<file path="src/rtl/fetch_2.sv">
// fetch_2: two-line (even/odd) fetch buffer that presents a 16-byte decode window starting at the current byte.
// Latency: a line usable in cycle N is latched at the edge and appears in the window from cycle N+1.
// Backpressure: a latch accepts a line only when it is empty (or on a redirect); decode consumes only from a full window.
// Ports: clk/reset (async, active-high); line_*_in, cache_miss_*_in, *W_in, fault_*_in from fetch_1;
//        is_CF_in/target_off_in/target_par_in redirect; consume_in/consume_len_in from decode;
//        *_latch_was_loaded back to fetch_1; window_out/window_valid/window_fault to decode.
module fetch_2 (
    input  logic         clk,
    input  logic         reset,
    input  logic [127:0] line_even_in,
    input  logic [127:0] line_odd_in,
    input  logic         cache_miss_even_in,
    input  logic         cache_miss_odd_in,
    input  logic         evenW_in,
    input  logic         oddW_in,
    input  logic         fault_even_in,
    input  logic         fault_odd_in,
    input  logic         is_CF_in,
    input  logic [3:0]   target_off_in,
    input  logic         target_par_in,
    input  logic         consume_in,
    input  logic [3:0]   consume_len_in,
    output logic         even_latch_was_loaded,
    output logic         odd_latch_was_loaded,
    output logic [127:0] window_out,
    output logic         window_valid,
    output logic         window_fault
);

    logic [127:0] even_dat_q, even_dat_d, odd_dat_q, odd_dat_d;
    logic         even_vld_q, even_vld_d, odd_vld_q, odd_vld_d;
    logic         even_flt_q, even_flt_d, odd_flt_q, odd_flt_d;
    logic         cur_par_q, cur_par_d;
    logic [3:0]   off_q, off_d;

    logic         even_usable, odd_usable;
    logic         even_load, odd_load;
    logic         consume_ok;
    logic [4:0]   sum;
    logic [127:0] cur_dat, nxt_dat;
    logic [255:0] cat, shifted;

    assign even_usable = ~cache_miss_even_in & ~evenW_in;
    assign odd_usable  = ~cache_miss_odd_in  & ~oddW_in;

    // A redirect empties both latches, so the target lines fetch_1 presents
    // this same cycle are taken regardless of the latches' prior state.
    assign even_load = even_usable & (is_CF_in | ~even_vld_q);
    assign odd_load  = odd_usable  & (is_CF_in | ~odd_vld_q);

    assign even_latch_was_loaded = even_load & ~reset;
    assign odd_latch_was_loaded  = odd_load  & ~reset;

    assign window_valid = even_vld_q & odd_vld_q;
    assign consume_ok   = consume_in & window_valid & (consume_len_in != 4'd0) & ~is_CF_in;
    assign sum          = {1'b0, off_q} + {1'b0, consume_len_in};

    always_comb begin
        even_dat_d = even_dat_q;
        odd_dat_d  = odd_dat_q;
        even_vld_d = even_vld_q;
        odd_vld_d  = odd_vld_q;
        even_flt_d = even_flt_q;
        odd_flt_d  = odd_flt_q;
        cur_par_d  = cur_par_q;
        off_d      = off_q;

        if (is_CF_in) begin
            even_vld_d = 1'b0;
            odd_vld_d  = 1'b0;
            even_flt_d = 1'b0;
            odd_flt_d  = 1'b0;
            off_d      = target_off_in;
            cur_par_d  = target_par_in;
        end else if (consume_ok) begin
            off_d = sum[3:0];
            // Walking past the end of the current line retires it; the
            // other latch becomes current.
            if (sum[4]) begin
                cur_par_d = ~cur_par_q;
                if (cur_par_q) begin
                    odd_vld_d = 1'b0;
                    odd_flt_d = 1'b0;
                end else begin
                    even_vld_d = 1'b0;
                    even_flt_d = 1'b0;
                end
            end
        end

        // Loads cannot collide with a retire: consume needs both latches
        // full, and a load only happens into an empty latch (or on redirect).
        if (even_load) begin
            even_vld_d = 1'b1;
            even_dat_d = line_even_in;
            even_flt_d = fault_even_in;
        end
        if (odd_load) begin
            odd_vld_d = 1'b1;
            odd_dat_d = line_odd_in;
            odd_flt_d = fault_odd_in;
        end
    end

    always_ff @(posedge clk or posedge reset) begin
        if (reset) begin
            even_dat_q <= '0;
            odd_dat_q  <= '0;
            even_vld_q <= 1'b0;
            odd_vld_q  <= 1'b0;
            even_flt_q <= 1'b0;
            odd_flt_q  <= 1'b0;
            cur_par_q  <= 1'b0;
            off_q      <= 4'd0;
        end else begin
            even_dat_q <= even_dat_d;
            odd_dat_q  <= odd_dat_d;
            even_vld_q <= even_vld_d;
            odd_vld_q  <= odd_vld_d;
            even_flt_q <= even_flt_d;
            odd_flt_q  <= odd_flt_d;
            cur_par_q  <= cur_par_d;
            off_q      <= off_d;
        end
    end

    // Window is built from registered state only: current line in the low
    // half, following line above it, then byte-shifted by the offset.
    assign cur_dat = cur_par_q ? odd_dat_q  : even_dat_q;
    assign nxt_dat = cur_par_q ? even_dat_q : odd_dat_q;
    assign cat     = {nxt_dat, cur_dat};
    assign shifted = cat >> {off_q, 3'b000};

    assign window_out = window_valid ? shifted[127:0] : 128'd0;
    // With both latches valid, they are exactly the current and next line.
    assign window_fault = window_valid & (even_flt_q | odd_flt_q);

endmodule

</file>
<file path="config.mk">
export PLATFORM = sky130hd
export DESIGN_NAME = fetch_2
export DESIGN_NICKNAME = d
export VERILOG_FILES = /design/src/rtl/fetch_2.sv
export SDC_FILE = /design/constraint.sdc
export NUM_CORES = 1
export LEC_CHECK = 0
export CAP_MARGIN = 30
export CORE_MARGIN = 5
export CORE_UTILIZATION = 35
export CTS_CLUSTER_SIZE = 14
export DETAILED_ROUTE_END_ITERATION = 7
export HOLD_SLACK_MARGIN = 0.06
export PLACE_DENSITY = 0.59
export SKIP_CTS_REPAIR_TIMING = 1
export SLEW_MARGIN = 0
export SYNTH_ARGS = -nofsm -noshare
export SYNTH_HDL_FRONTEND = slang
export SYNTH_SLANG_ARGS = --single-unit
</file>
<file path="constraint.sdc">
create_clock -name clk -period 21.3 [get_ports clk]
set_clock_uncertainty 0.15 [all_clocks]
set_input_delay 6.39 -clock clk [delete_from_list [all_inputs] [get_ports clk]]
set_output_delay 6.39 -clock clk [all_outputs]
set_load 0.005 [all_outputs]
</file>
## Yosys cells after proc, flatten, opt, wreduce, memory -nomap -nowiden

Index checks and enable logic that the tools add are counted.

- Logic and storage cells: 65
- Bits of input ports: 275
- Register bits after elaboration: 265
- Output and inout bits: 132

- Multiplexer cells: 20
- Add/sub/neg operators: 1
- Shifts and indexed selects: 1
- Reductions and logical operators: 11
- Bitwise logic cells: 23
- Eq/ne operators: 1

Operators with widths:

| kind | number |
|---|---|
| $mux W128 | 3 |
| $shr A256 B7 Y128 | 1 |
| $mux W1 | 15 |
| $reduce_bool A3 Y1 | 5 |
| $and A1 B1 Y1 | 11 |
| $not A1 Y1 | 9 |
| $mux W4 | 2 |
| $reduce_and A3 Y1 | 2 |
| $add A4 B4 Y5 | 1 |
| $reduce_bool A2 Y1 | 2 |
| $reduce_bool A4 Y1 | 1 |
| $ne A3 B2 Y1 const B | 1 |
| $or A1 B1 Y1 | 3 |
| $reduce_and A2 Y1 | 1 |

## Longest topological paths before layout

- Depth in word-level cells: 7
- Gate-level depth with buffers: 10
- Depth with buffers taken out: 7

## Least setup slack after synthesis

No wires, ideal clock.

- Path type: input to output
- Start: input port reset
- End: output port even_latch_was_loaded
- Arrival time: 12.436 ns
- Path slack: 2.324 ns
- Cell stages on the path: 2
- Cell sequence: inv_1 -> and2_1

- Longest elaborated chain between the ends: 2

Ends and longest elaborated chain:

| element | line | RTL |
|---|---|---|
| start, declared | 9 | `input logic reset,` |
| $not A1 Y1 | 51 | `assign even_latch_was_loaded = even_load & ~reset;` |
| $and A1 B1 Y1 | 51 |  |
| end, declared | 23 | `output logic even_latch_was_loaded,` |

No other way between the ends.

## Final worst setup path

- Start: input port is_CF_in
- End: output port odd_latch_was_loaded

- Longest elaborated chain between the ends: 3

Ends and longest elaborated chain:

| element | line | RTL |
|---|---|---|
| start, declared | 18 | `input logic is_CF_in,` |
| $or A1 B1 Y1 | 49 | `assign odd_load = odd_usable & (is_CF_in \| ~odd_vld_q);` |
| $and A1 B1 Y1 | 49 |  |
| $and A1 B1 Y1 | 52 | `assign odd_latch_was_loaded = odd_load & ~reset;` |
| end, declared | 24 | `output logic odd_latch_was_loaded,` |

No other way between the ends.

==> results by group <==
Run status
  – Status: finished clean

CTS
  – Clk slew on worst S/H paths: 50 ps
  – Root buffer cell: clkbuf_16
  – Clk_lat worst skew: 560 ps
  – CTS H-tree depth: 2
  – TritonCTS clock tree: done
  – CTS sink cnt: 265
  – TritonCTS buffer count: 36
  – CTS max path bufs: 3

Routing
  – DRC violations left: 0
  – DR pass1 iterations: 8
  – Vias/cell: 6.63
  – Iter 0 DRT Violations: 3109
  – Wire per inst: 32.9 um
  – Via count: 24300
  – Post-Route WL: 120000 um
  – DRT antenna net count: 0

Setup path
  – Setup crit end kind: primary output
  – Crit Path Max Fanout: 132
  – CP arrival: 9030 ps
  – Critical setup path kind: input pin to primary output
  – Nature of the critical path startpoint: input pin
  – WP data required: 14760 ps

Finish
  – Post-Layout Cell Count: 3665
  – Fillers: 6841
  – FF/Latch Area: 0.00665 mm^2
  – Share of cells above drive strength 1: 26.3%
  – Synth-to-layout area growth: 21.4%
  – Core occupancy in the finished layout: 42.8%
  – Multi-input logic area: 0.0175 mm^2
  – Final net count: 2958

Power
  – Total power: 2.61 mW
  – P_leak: 12.0 nW
  – Pwr/cell area: 83.8 mW/mm^2
  – Peak supply drop: 0.0000558 V

Global route
  – Initial antenna violation count: 12
  – Largest net degree at the start of global routing: 168
  – Grt total ovfl: 0
  – Total Routing Usage GR: 29.2%
  – First-pass GRT wire length: 170000 um
  – Vias in the first global route: 23300

Yosys
  – Synth top area cells: dfrtp_1 (26%), mux2_2 (18%), mux4_2 (15%), mux2i_1 (11%), nand2_1 (3.4%)
  – Synth Flop Type: dfrtp_1
  – Synth unique cells: 71
  – Syn Inst Count: 2440
  – Most frequent cell after synthesis: mux2_2
  – Mapped Area: 0.0256 mm^2
  – Top cell type's share of synthesized area: 25.9%
  – FF+latch count, synth: 265
  – Largest area contributor in the netlist: dfrtp_1
  – YS warnings: 0
  – Sequential element share of the synthesized area: 25.9%
  – Syn nets: 2720
  – Avg Cell Area, Syn: 10.5 um^2
  – Post-synth ARST share: 100%
  – Post-synth top cells: mux2_2 (409), mux2i_1 (289), dfrtp_1 (265)
  – EDFF count, synth: 0

Placement
  – PortBufs: 406
  – Dpl cells: 3598
  – GP Congestion: 0.991
  – Dpl hpwl: 87900 um

Floorplanning
  – Core footprint: 0.0727 mm^2
  – IO Count: 407
  – Die X-Extent: 280 um
  – DIE AREA: 0.0787 mm^2
  – Initial core utilization: 35.2%
  – # rows: 99
  – Die span in y: 280 um

Timing
  – Tcrit/Tclk final: 73.1%
  – Tmin final: 15570 ps
  – Post-Route Setup TNS: 0 ps
  – Final setup vio count: 0
  – Slew Limit Headroom: 32.0%
  – Final Hold Vio Count: 0
  – Unrepaired setup endpoints after global routing: no
  – Final Max Slew Viols: 0
  – Tightest Pin Transition: 1020 ps
  – Achievable clock frequency: 64.2 MHz

Min path
  – Worst min path class: register to register

Run
  – Maximum capacitance violations: 0
-- placed cells by master (no fill, tap or decap), types with 8 or more instances in the layout --
cell type        synthesis  layout
and3_1                  26      25
a22oi_1                 16      16
clkdlybuf4s50_1          0     406
o311a_1                  8       8
o311ai_0                21      21
a22o_1                  10      10
nor3_1                   8       8
nand2_1                231     226
mux2_2                 409     409
a21o_1                  30      30
o211ai_1                38      38
o22a_1                   9       9
o21ai_0                 97      97
nor2_1                 125     123
nand2b_1                 8       8
a21oi_1                 56      56
clkbuf_16                0      37
o21ai_1                  8       8
o221ai_1                20      20
o22ai_1                130     130
a211oi_1                35      35
buf_4                   28      33
inv_1                   10       8
mux2i_1                289     289
a221oi_1                30      30
a221oi_2                 8       8
clkbuf_1                87       8
dfrtp_1                265     261
nand3_1                 20      20
and2_1                  20      20
mux4_2                 167     167
-- final timing paths --
kind                            from              endpoint  slack, ps  cells after the start
setup / recovery            is_CF_in  odd_latch_was_loaded       5730                      6
hold / removal             odd_flt_q             odd_flt_q        380                      2
setup reg to reg            off_q[2]             odd_flt_q      18290                      7
hold reg to reg            odd_flt_q             odd_flt_q        380                      2
max in group asynchronous      reset        even_dat_q[72]      13130                      4
min in group asynchronous      reset         odd_dat_q[37]       6170                      2
-- power by group --
group | internal, mW | leakage (nW) | total, mW | switching (mW)
combinational | 0.560 | 8.33 | 1.14 | 0.583
clock | 0.396 | 0.599 | 0.652 | 0.256
sequential | 0.595 | 3.11 | 0.809 | 0.215
total | 1.55 | 12.0 | 2.61 | 1.05
-- cells by family after synthesis --
| family | after synthesis | synth area share [%] |
|---|---|---|
| AO/OA/AOI/OAI | 573 | 15.7 |
| XOR/XNOR | 3 | 0.103 |
| adder cells (fa/ha/maj) | 5 | 0.274 |
| buffers and inverters | 258 | 5.98 |
| flip-flops | 265 | 25.9 |
| multiplexers | 869 | 44.2 |
| AND/OR/NAND/NOR | 467 | 7.85 |
-- registers in the layout (all words and copies together), names as in the netlist --
register / flops
even_vld_q: 1
odd_flt_q: 1
odd_vld_q: 1
odd_dat_q: 128
even_dat_q: 128
even_flt_q: 1
off_q: 4
cur_par_q: 1
-- metrics by stage --
step	setup slack, ps	hold WS, ps	area, um^2
6_report	5730	381	31100
3_5_place_dp	5670	374	29800
2_1_floorplan	2320	344	25600
3_3_place_gp	5700	371	29800
4_1_cts	5650	385	31100
5_1_grt	5500	403	31100
-- area by class of cell --
cell class | instances | area share, %
clock inverters | 16 | 0.757
flip-flops and latches | 265 | 21.4
repair buffers | 445 | 14.3
multi-input cells | 1917 | 56.3
inverters | 13 | 0.209
well taps | 959 | 3.86
clock buffers | 49 | 3.25
diodes | 1 | 0.00805
-- per-layer routing --
| metal | wire, um | GRT usage (%) |
|---|---|---|
| met1 | 49200 | 40.3 |
| met2 | 50100 | 41.7 |
| met3 | 13300 | 7.95 |
| met4 | 7790 | 15.2 |
| met5 | 50 | 0 |
-- worst max-delay path, cell delays in order --
cell             delay (ps)
clkdlybuf4s50_1         740
inv_1                   230
a211oi_4                290
buf_12                  610
and2_1                  230
clkdlybuf4s50_1         510
No activity file was read; power rests on OpenSTA's default activity.
